`src/rtl/dmem_arbiter_if.sv`:
```
// dmem_arbiter_if: one requester port of the data-memory arbiter.
//   req/wr/addr/wdata : command from the requester, held until gnt
//   gnt               : combinational accept pulse from the arbiter
//   done/err/rdata    : registered completion pulse, range error, read result
// Modports: master = requester side, slave = arbiter side.
interface dmem_arbiter_if #(
  parameter int unsigned DATA_W = 64,
  parameter int unsigned ADDR_W = 64
);
  logic              req;
  logic              wr;
  logic [ADDR_W-1:0] addr;
  logic [DATA_W-1:0] wdata;
  logic              gnt;
  logic              done;
  logic              err;
  logic [DATA_W-1:0] rdata;

  modport master (
    output req, wr, addr, wdata,
    input  gnt, done, err, rdata
  );

  modport slave (
    input  req, wr, addr, wdata,
    output gnt, done, err, rdata
  );
endinterface

```
`src/rtl/dmem_arbiter.sv`:
```
// dmem_arbiter: round-robin two-port sequencer in front of a single-port
// memory with a 1-cycle registered read.
//   clk, reset_n         : clock, synchronous active-low reset
//   p0, p1               : requester ports (p0 = load/store unit, p1 = debug/DMA)
//   mem_addr/mem_wr/mem_rd/mem_wr_data : memory strobes, driven only in ISSUE
//   mem_rd_data          : memory read data, valid the cycle after mem_rd
module dmem_arbiter #(
  parameter int unsigned DATA_W = 64,
  parameter int unsigned ADDR_W = 64,
  parameter int unsigned DEPTH  = 32
) (
  input  logic              clk,
  input  logic              reset_n,
  dmem_arbiter_if.slave     p0,
  dmem_arbiter_if.slave     p1,
  output logic [ADDR_W-1:0] mem_addr,
  output logic              mem_wr,
  output logic              mem_rd,
  output logic [DATA_W-1:0] mem_wr_data,
  input  logic [DATA_W-1:0] mem_rd_data
);

  typedef enum logic [1:0] {StIdle, StIssue, StRwait, StErr} state_e;

  state_e            state_q, state_d;
  logic              last_q, last_d;      // port granted most recently
  logic              cmd_wr_q;
  logic [ADDR_W-1:0] cmd_addr_q;
  logic [DATA_W-1:0] cmd_wdata_q;
  logic              cmd_port_q;
  logic [1:0]        done_q, done_d;
  logic [1:0]        err_q, err_d;
  logic [DATA_W-1:0] rdata0_q, rdata0_d;
  logic [DATA_W-1:0] rdata1_q, rdata1_d;

  logic              accept;
  logic              sel;
  logic              sel_wr;
  logic [ADDR_W-1:0] sel_addr;
  logic [DATA_W-1:0] sel_wdata;
  logic              sel_oor;

  always_comb begin
    state_d     = state_q;
    last_d      = last_q;
    done_d      = '0;
    err_d       = '0;
    rdata0_d    = rdata0_q;
    rdata1_d    = rdata1_q;
    accept      = 1'b0;
    sel         = 1'b0;
    sel_wr      = 1'b0;
    sel_addr    = '0;
    sel_wdata   = '0;
    sel_oor     = 1'b0;
    mem_addr    = '0;
    mem_wr      = 1'b0;
    mem_rd      = 1'b0;
    mem_wr_data = '0;

    unique case (state_q)
      StIdle: begin
        // Gated by reset_n so no grant is shown while reset is asserted.
        if (reset_n && (p0.req || p1.req)) begin
          accept = 1'b1;
          // On a tie the port that did not win last time goes next.
          sel       = (p0.req && p1.req) ? ~last_q : p1.req;
          sel_wr    = sel ? p1.wr    : p0.wr;
          sel_addr  = sel ? p1.addr  : p0.addr;
          sel_wdata = sel ? p1.wdata : p0.wdata;
          sel_oor   = (sel_addr >= ADDR_W'(DEPTH));
          last_d    = sel;
          if (sel_oor) begin
            // Error completes straight from the grant: no memory access.
            state_d     = StErr;
            done_d[sel] = 1'b1;
            err_d[sel]  = 1'b1;
            if (sel) rdata1_d = '0;
            else     rdata0_d = '0;
          end else begin
            state_d = StIssue;
          end
        end
      end
      StIssue: begin
        mem_addr    = cmd_addr_q;
        mem_wr      = cmd_wr_q;
        mem_rd      = ~cmd_wr_q;
        mem_wr_data = cmd_wdata_q;
        if (cmd_wr_q) begin
          state_d            = StIdle;
          done_d[cmd_port_q] = 1'b1;
        end else begin
          state_d = StRwait;
        end
      end
      StRwait: begin
        state_d            = StIdle;
        done_d[cmd_port_q] = 1'b1;
        if (cmd_port_q) rdata1_d = mem_rd_data;
        else            rdata0_d = mem_rd_data;
      end
      StErr: begin
        state_d = StIdle;
      end
      default: begin
        state_d = StIdle;
      end
    endcase
  end

  always_ff @(posedge clk) begin
    if (!reset_n) begin
      state_q     <= StIdle;
      last_q      <= 1'b1;
      cmd_wr_q    <= 1'b0;
      cmd_addr_q  <= '0;
      cmd_wdata_q <= '0;
      cmd_port_q  <= 1'b0;
      done_q      <= '0;
      err_q       <= '0;
      rdata0_q    <= '0;
      rdata1_q    <= '0;
    end else begin
      state_q  <= state_d;
      last_q   <= last_d;
      done_q   <= done_d;
      err_q    <= err_d;
      rdata0_q <= rdata0_d;
      rdata1_q <= rdata1_d;
      if (accept) begin
        cmd_wr_q    <= sel_wr;
        cmd_addr_q  <= sel_addr;
        cmd_wdata_q <= sel_wdata;
        cmd_port_q  <= sel;
      end
    end
  end

  assign p0.gnt   = accept & ~sel;
  assign p1.gnt   = accept & sel;
  assign p0.done  = done_q[0];
  assign p1.done  = done_q[1];
  assign p0.err   = err_q[0];
  assign p1.err   = err_q[1];
  assign p0.rdata = rdata0_q;
  assign p1.rdata = rdata1_q;

endmodule
```
`src/flat_wrapper.sv`:
```
// flat-port wrapper written by rule: the top's interface ports become plain ports
module dmem_arbiter_flat 
#(
  parameter int unsigned DATA_W = 64,
  parameter int unsigned ADDR_W = 64,
  parameter int unsigned DEPTH  = 32
)
  (clk, reset_n, mem_addr, mem_wr, mem_rd, mem_wr_data, mem_rd_data, p0_req, p0_wr, p0_addr, p0_wdata, p0_gnt, p0_done, p0_err, p0_rdata, p1_req, p1_wr, p1_addr, p1_wdata, p1_gnt, p1_done, p1_err, p1_rdata);
  dmem_arbiter_if #(.DATA_W(DATA_W), .ADDR_W(ADDR_W)) p0_i ();
  dmem_arbiter_if #(.DATA_W(DATA_W), .ADDR_W(ADDR_W)) p1_i ();
  input  logic clk;
  input  logic reset_n;
  output logic [ADDR_W-1:0] mem_addr;
  output logic mem_wr;
  output logic mem_rd;
  output logic [DATA_W-1:0] mem_wr_data;
  input  logic [DATA_W-1:0] mem_rd_data;
  input wire logic [$bits(p0_i.req)-1:0] p0_req;
  input wire logic [$bits(p0_i.wr)-1:0] p0_wr;
  input wire logic [$bits(p0_i.addr)-1:0] p0_addr;
  input wire logic [$bits(p0_i.wdata)-1:0] p0_wdata;
  output wire logic [$bits(p0_i.gnt)-1:0] p0_gnt;
  output wire logic [$bits(p0_i.done)-1:0] p0_done;
  output wire logic [$bits(p0_i.err)-1:0] p0_err;
  output wire logic [$bits(p0_i.rdata)-1:0] p0_rdata;
  input wire logic [$bits(p1_i.req)-1:0] p1_req;
  input wire logic [$bits(p1_i.wr)-1:0] p1_wr;
  input wire logic [$bits(p1_i.addr)-1:0] p1_addr;
  input wire logic [$bits(p1_i.wdata)-1:0] p1_wdata;
  output wire logic [$bits(p1_i.gnt)-1:0] p1_gnt;
  output wire logic [$bits(p1_i.done)-1:0] p1_done;
  output wire logic [$bits(p1_i.err)-1:0] p1_err;
  output wire logic [$bits(p1_i.rdata)-1:0] p1_rdata;
  assign p0_i.req = p0_req;
  assign p0_i.wr = p0_wr;
  assign p0_i.addr = p0_addr;
  assign p0_i.wdata = p0_wdata;
  assign p0_gnt = p0_i.gnt;
  assign p0_done = p0_i.done;
  assign p0_err = p0_i.err;
  assign p0_rdata = p0_i.rdata;
  assign p1_i.req = p1_req;
  assign p1_i.wr = p1_wr;
  assign p1_i.addr = p1_addr;
  assign p1_i.wdata = p1_wdata;
  assign p1_gnt = p1_i.gnt;
  assign p1_done = p1_i.done;
  assign p1_err = p1_i.err;
  assign p1_rdata = p1_i.rdata;
  dmem_arbiter #(.DATA_W(DATA_W), .ADDR_W(ADDR_W), .DEPTH(DEPTH)) u_core (.clk(clk), .reset_n(reset_n), .p0(p0_i), .p1(p1_i), .mem_addr(mem_addr), .mem_wr(mem_wr), .mem_rd(mem_rd), .mem_wr_data(mem_wr_data), .mem_rd_data(mem_rd_data));
endmodule
```
`config.mk`:
```
export PLATFORM = sky130hd
export DESIGN_NAME = dmem_arbiter_flat
export DESIGN_NICKNAME = d
export VERILOG_FILES = /design/src/rtl/dmem_arbiter_if.sv /design/src/rtl/dmem_arbiter.sv /design/src/flat_wrapper.sv
export SDC_FILE = /design/constraint.sdc
export NUM_CORES = 1
export LEC_CHECK = 0
export ABC_CLOCK_PERIOD_IN_PS = 6650
export CAP_MARGIN = 15
export CORE_AREA = 4 4 230 232
export CTS_BUF_LIST = sky130_fd_sc_hd__clkbuf_16
export DETAILED_ROUTE_END_ITERATION = 16
export DIE_AREA = 0 0 234 236
export DONT_BUFFER_PORTS = 1
export GPL_ROUTABILITY_DRIVEN = 1
export PLACE_DENSITY_LB_ADDON = 0.12
export SYNTH_ARGS = -nofsm -noshare
export SYNTH_HDL_FRONTEND = slang
export SYNTH_SLANG_ARGS = --single-unit
```
`constraint.sdc`:
```
create_clock -name clk -period 6.65 [get_ports clk]
set_input_delay 1.995 -clock clk [delete_from_list [all_inputs] [get_ports clk]]
set_output_delay 1.995 -clock clk [all_outputs]
set_load 0.05 [all_outputs]
```
* After elaboration in Yosys (flattened, before gate mapping) *
Index checks and enable logic that the tools add are counted.

storage, ports and cells
  flip-flop bits (word level) = 265
  latch bits = 0
  bits in writable memories = 0
  memory bits (read-only) = 0
  input port bits = 326
  output and inout port bits = 264
  word-level logic and storage cells = 81
  memories kept = 0

operators by class
  add/subtract/negate cells = 0
  multipliers = 0
  divide/modulo/power cells = 0
  magnitude comparators = 5
  equality and inequality tests = 9
  shift-type cells = 0
  mux-type cells = 40
  bitwise gates (word level) = 5
  reduce and logical (&&, ||, !) cells = 12

operator list
  kind                   count
  $mux W64               16
  $pmux W64 S2           2
  $ge A64 B6 Y1 const B  1
  $mux W1                12
  $mux W2                6
  $pmux W2 S3            2
  $reduce_and A5 Y1      2
  $ne A2 B1 Y1 const B   4
  $eq A2 B2 Y1 const B   2
  $logic_and A1 B1 Y1    4
  $lt A1 B2 Y1 const B   2
  $ne A2 B2 Y1 const B   2
  $reduce_and A2 Y1      2
  $not A1 Y1             3
  $and A1 B1 Y1          2
  $demux W1 S1           2
  $eq A2 B1 Y1 const B   1
  $ge A1 B1 Y1 const B   2
  $logic_not A2 Y1       1
  $reduce_bool A2 Y1     1
  $reduce_or A2 Y1       1
  $logic_or A1 B1 Y1     1

* Longest topological paths before layout *
  word-level depth = 9
  depth in mapped cells = 10

* Worst setup path after synthesis *
No wires, ideal clock.

  path kind = input -> output
  start point = input port reset_n
  end point = output port p1_gnt
  data arrival time = 3070 ps
  setup slack = 1585 ps
  cell stages on the path = 6
  path through = buf_2 -> o41ai_1 -> or3_4 -> inv_4 -> nand2_1 -> inv_2

between the ends
  word-level cells in the longest chain between the ends = 4
  elaborated cells between the ends (all ways) = 6

ends and longest elaborated chain
  item                     line                 RTL
  from (decl)              flat_wrapper.sv:12   input logic reset_n;
  $logic_and A1 B1 Y1 (*)  dmem_arbiter.sv:64   if (reset_n && (p0.req || p1.req)) begin
  $mux W1                  dmem_arbiter.sv:64
  $mux W1                  dmem_arbiter.sv:61   unique case (state_q)
  $and A1 B1 Y1 (*)        dmem_arbiter.sv:141  assign p1.gnt = accept & sel;
  to (decl)                flat_wrapper.sv:30   output wire logic [$bits(p1_i.gnt)-1:0] p1_gnt;

Every way passes the cells marked *; elsewhere a longest branch is shown, timed or not.

* Final worst setup path *
Ends and elaborated chain as after synthesis.

==> results.sh <==
export IMPL_r2r_start="u_core.last_q"
export IMPL_port_buffers=0
export IMPL_grt_setup_unrepaired="no"
export IMPL_dp_slack_ns=1.27
export IMPL_rows=83
export IMPL_max_stage_delay_ns=0.38
export IMPL_post_cts_buffers=0
export IMPL_worstPathCellList="o41ai_1, or3_4, inv_4, nand2_1, inv_2"
export IMPL_ctsLongestPathBuffers=3
export IMPL_stdcell_count=1810
export IMPL_slowest_stage="or3_4"
export IMPL_synthTopCellsByCount="dfxtp_1, nand2_1, and2_1, clkbuf_1, nor2_1"
export IMPL_synth_cell_types=39
export IMPL_dp_cells=1750
export IMPL_post_synth_top_area_cell="dfxtp_1"
export IMPL_crit_type="in2out"
export IMPL_clock_sinks=265
export IMPL_p_leak_nw=4.82
export IMPL_numCtsBuffers=34
export IMPL_ys_seq_area_share_pct=47.7
export IMPL_combinationalPowerShare_pct=21.2
export IMPL_cts_tree="yes"
export IMPL_critPathMaxFanout=64
export IMPL_fin_crit_sh_pct=80.8
export IMPL_min_path_type="reg2reg"
export IMPL_route_detailed_drc=0
export IMPL_maxCapViolations=0
export IMPL_clk_latency_ns=0.52
export IMPL_status="completed"
export IMPL_seqPwrFrac_pct=43.9
export IMPL_cts_htree_levels=2
export IMPL_yosysWarningCount=0
export IMPL_cts_resized=0
export IMPL_hold_worst_slack_ns=0.455
export IMPL_core_um2=51000
export IMPL_vias_per_cell=5.03
export IMPL_utilization_pct=24.7
export IMPL_grt_use_total_pct=14.7
export IMPL_ys_top_cells_by_area="dfxtp_1, and2_1, a32o_1"
export IMPL_syn_instance_count=1176
export IMPL_syn_nets=1502
export IMPL_drtIter0Drc=473
export IMPL_drive_gt1_share_pct=11.3
export IMPL_drt_total_wl_um=44000
export IMPL_synth_ff_type="dfxtp_1"
export IMPL_r2r_end="u_core.p0.rdata[21]"
export IMPL_synth_area_um2=11100
export IMPL_die_x_um=234
export IMPL_syn_area_per_cell_um2=9.46
export IMPL_fillers=5550
export IMPL_antenna_found_initial=0
export IMPL_period_needed_ns=5.37
export IMPL_slew_headroom_pct=25.7
export IMPL_vias=9099
export IMPL_io_pins=590
export IMPL_grt_pass1_vias=8928
export IMPL_route_antenna_remaining_nets=0
export IMPL_synth_edff_count=0
export IMPL_startpoint="reset_n"
export IMPL_ff_latch_area_um2=5310
export IMPL_rrSetupSlack_ns=3.30
export IMPL_p_int_w=0.00301
export IMPL_clkTransAtPathRegs_ns=0.06
export IMPL_fin_tns_setup_ns=0
export IMPL_area_growth_pct=13.1
export IMPL_synth_top_area_share_pct=47.7
export IMPL_worst_slew_pin_slew_ns=1.11
export IMPL_gp_congestion=0.847
export IMPL_async_flop_share_pct=0
export IMPL_multiInputGateArea_um2=5270
export IMPL_worstPathRequired_ns=4.66
export IMPL_worst_setup_path_start_kind="input port"
export IMPL_hold_violations=0
export IMPL_cellPowerDensity_nw_per_um2=378
export IMPL_grt_max_degree=129
export IMPL_synth_seq_cells=265
export IMPL_cp_end_kind="primary output"
export IMPL_final_max_slew_viol_count=0
export IMPL_peakVddDrop_uv=159
export IMPL_hold_depth=2
export IMPL_yosysMostFrequentCell="dfxtp_1"
export IMPL_final_setup_viol_count=0
export IMPL_drt_wirelength_per_cell_um=24.3
export IMPL_worstPathArrival_ns=3.38
export IMPL_cts_hold_buf=0
export IMPL_setup_ws_ns=1.28
export IMPL_fin_worst_skew_ns=0.0106
export IMPL_min_from="u_core.cmd_addr_q[15]"
export IMPL_switchingPower_w=0.00174
export IMPL_start_util_pct=21.8
export IMPL_fp_dieH_um=236
export IMPL_swShare_pct=36.6
export IMPL_fmax_mhz=186
export IMPL_place_hpwl_um=31100
export IMPL_p_clk_share_pct=34.9
export IMPL_worst_r2r_path_depth=7
export IMPL_layout_nets=1433
export IMPL_cts_root_buf="clkbuf_16"
export IMPL_dr_pass1_iters=5
export IMPL_grt_pass1_wl_um=62600
export IMPL_dieArea_um2=55200
export IMPL_endpoint="p1_gnt"
export IMPL_grt_overflow=0
[cell type report]
| cell class | instances | area share [%] |
|---|---|---|
| inverter | 5 | 0.169 |
| sequential | 265 | 42.2 |
| timing repair buffer | 13 | 1.03 |
| clock buffer | 35 | 6.97 |
| multi-input combinational | 788 | 41.9 |
| clock inverter | 22 | 0.915 |
| antenna | 2 | 0.0398 |
| tap | 680 | 6.77 |
[worst max-delay path, delay by kind of cell]
kind                   cells  cell delay (ns)
and+or+nand+nor            2             0.66
buffers and inverters      2             0.63
AOI/OAI and AO/OA          1             0.07
[placed cells by master (no fill, tap or decap), types with 2 or more instances in the layout]
master / count
a311oi_1: 70
a32o_1: 73
a32o_2: 55
and2_1: 128
buf_4: 11
clkbuf_16: 35
clkinv_1: 4
clkinv_2: 6
clkinv_8: 2
dfxtp_1: 265
diode_2: 2
inv_1: 11
inv_2: 3
mux2i_1: 59
nand2_1: 144
nand2_2: 2
nand2b_1: 2
nand3_1: 59
nand4_1: 8
nor2_1: 79
nor3_1: 2
nor4_1: 26
o21ai_0: 2
o21ai_1: 60
o32ai_1: 2
or3_4: 2
[layer usage]
| layer | wire [µm] | track usage (%) |
|---|---|---|
| met1 | 17000 | 17.3 |
| met5 | 0 | 0 |
| met4 | 891 | 4.05 |
| met3 | 5360 | 6.75 |
| met2 | 20800 | 24.2 |
[cell families (layout without fill, tap and decap cells)]
| group | after synthesis | count (layout) | synth area share [%] |
|---|---|---|---|
| buffers and inverters | 123 | 75 | 5.32 |
| AND/OR/NAND/NOR | 456 | 456 | 20.0 |
| other | 0 | 2 | 0 |
| multiplexers | 59 | 59 | 5.31 |
| flip-flops | 265 | 265 | 47.7 |
| AO/OA/AOI/OAI | 273 | 273 | 21.6 |
[sequential cells by signal, summed over array words and instances (netlist names)]
register	count
u_core.p1.rdata	64
u_core.cmd_port_q	1
u_core.cmd_wdata_q	64
u_core.cmd_wr_q	1
u_core.done_q	2
u_core.err_q	2
u_core.p0.rdata	64
u_core.cmd_addr_q	64
u_core.state_q	2
u_core.last_q	1
[worst min path at each step]
stage	to	slack [ns]
finish	u_core.cmd_addr_q[15]	0.45
global route	u_core.cmd_addr_q[49]	0.48
CTS	u_core.cmd_addr_q[30]	0.46
detailed placement	u_core.cmd_addr_q[30]	0.45
global placement	u_core.cmd_addr_q[42]	0.45
floorplan	u_core.cmd_addr_q[10]	0.44
[metrics by stage]
| step | power (W) | area [µm²] |
|---|---|---|
| after floorplan | 0.00291 | 11100 |
| after global placement | 0.00314 | 11600 |
| after detailed placement | 0.00315 | 11600 |
| after CTS | 0.00487 | 12500 |
| after global routing | 0.00503 | 12600 |
| final | 0.00475 | 12600 |
[power groups by stage]
stage,clock (W),combinational (W),sequential (W)
2_1_floorplan,0,0.000846,0.00207
3_3_place_gp,0,0.00102,0.00212
3_5_place_dp,0,0.00103,0.00212
4_1_cts,0.00175,0.00103,0.00209
5_1_grt,0.00181,0.00110,0.00211
6_report,0.00166,0.00101,0.00209
Note: power is estimated with default switching activity, not from simulation.
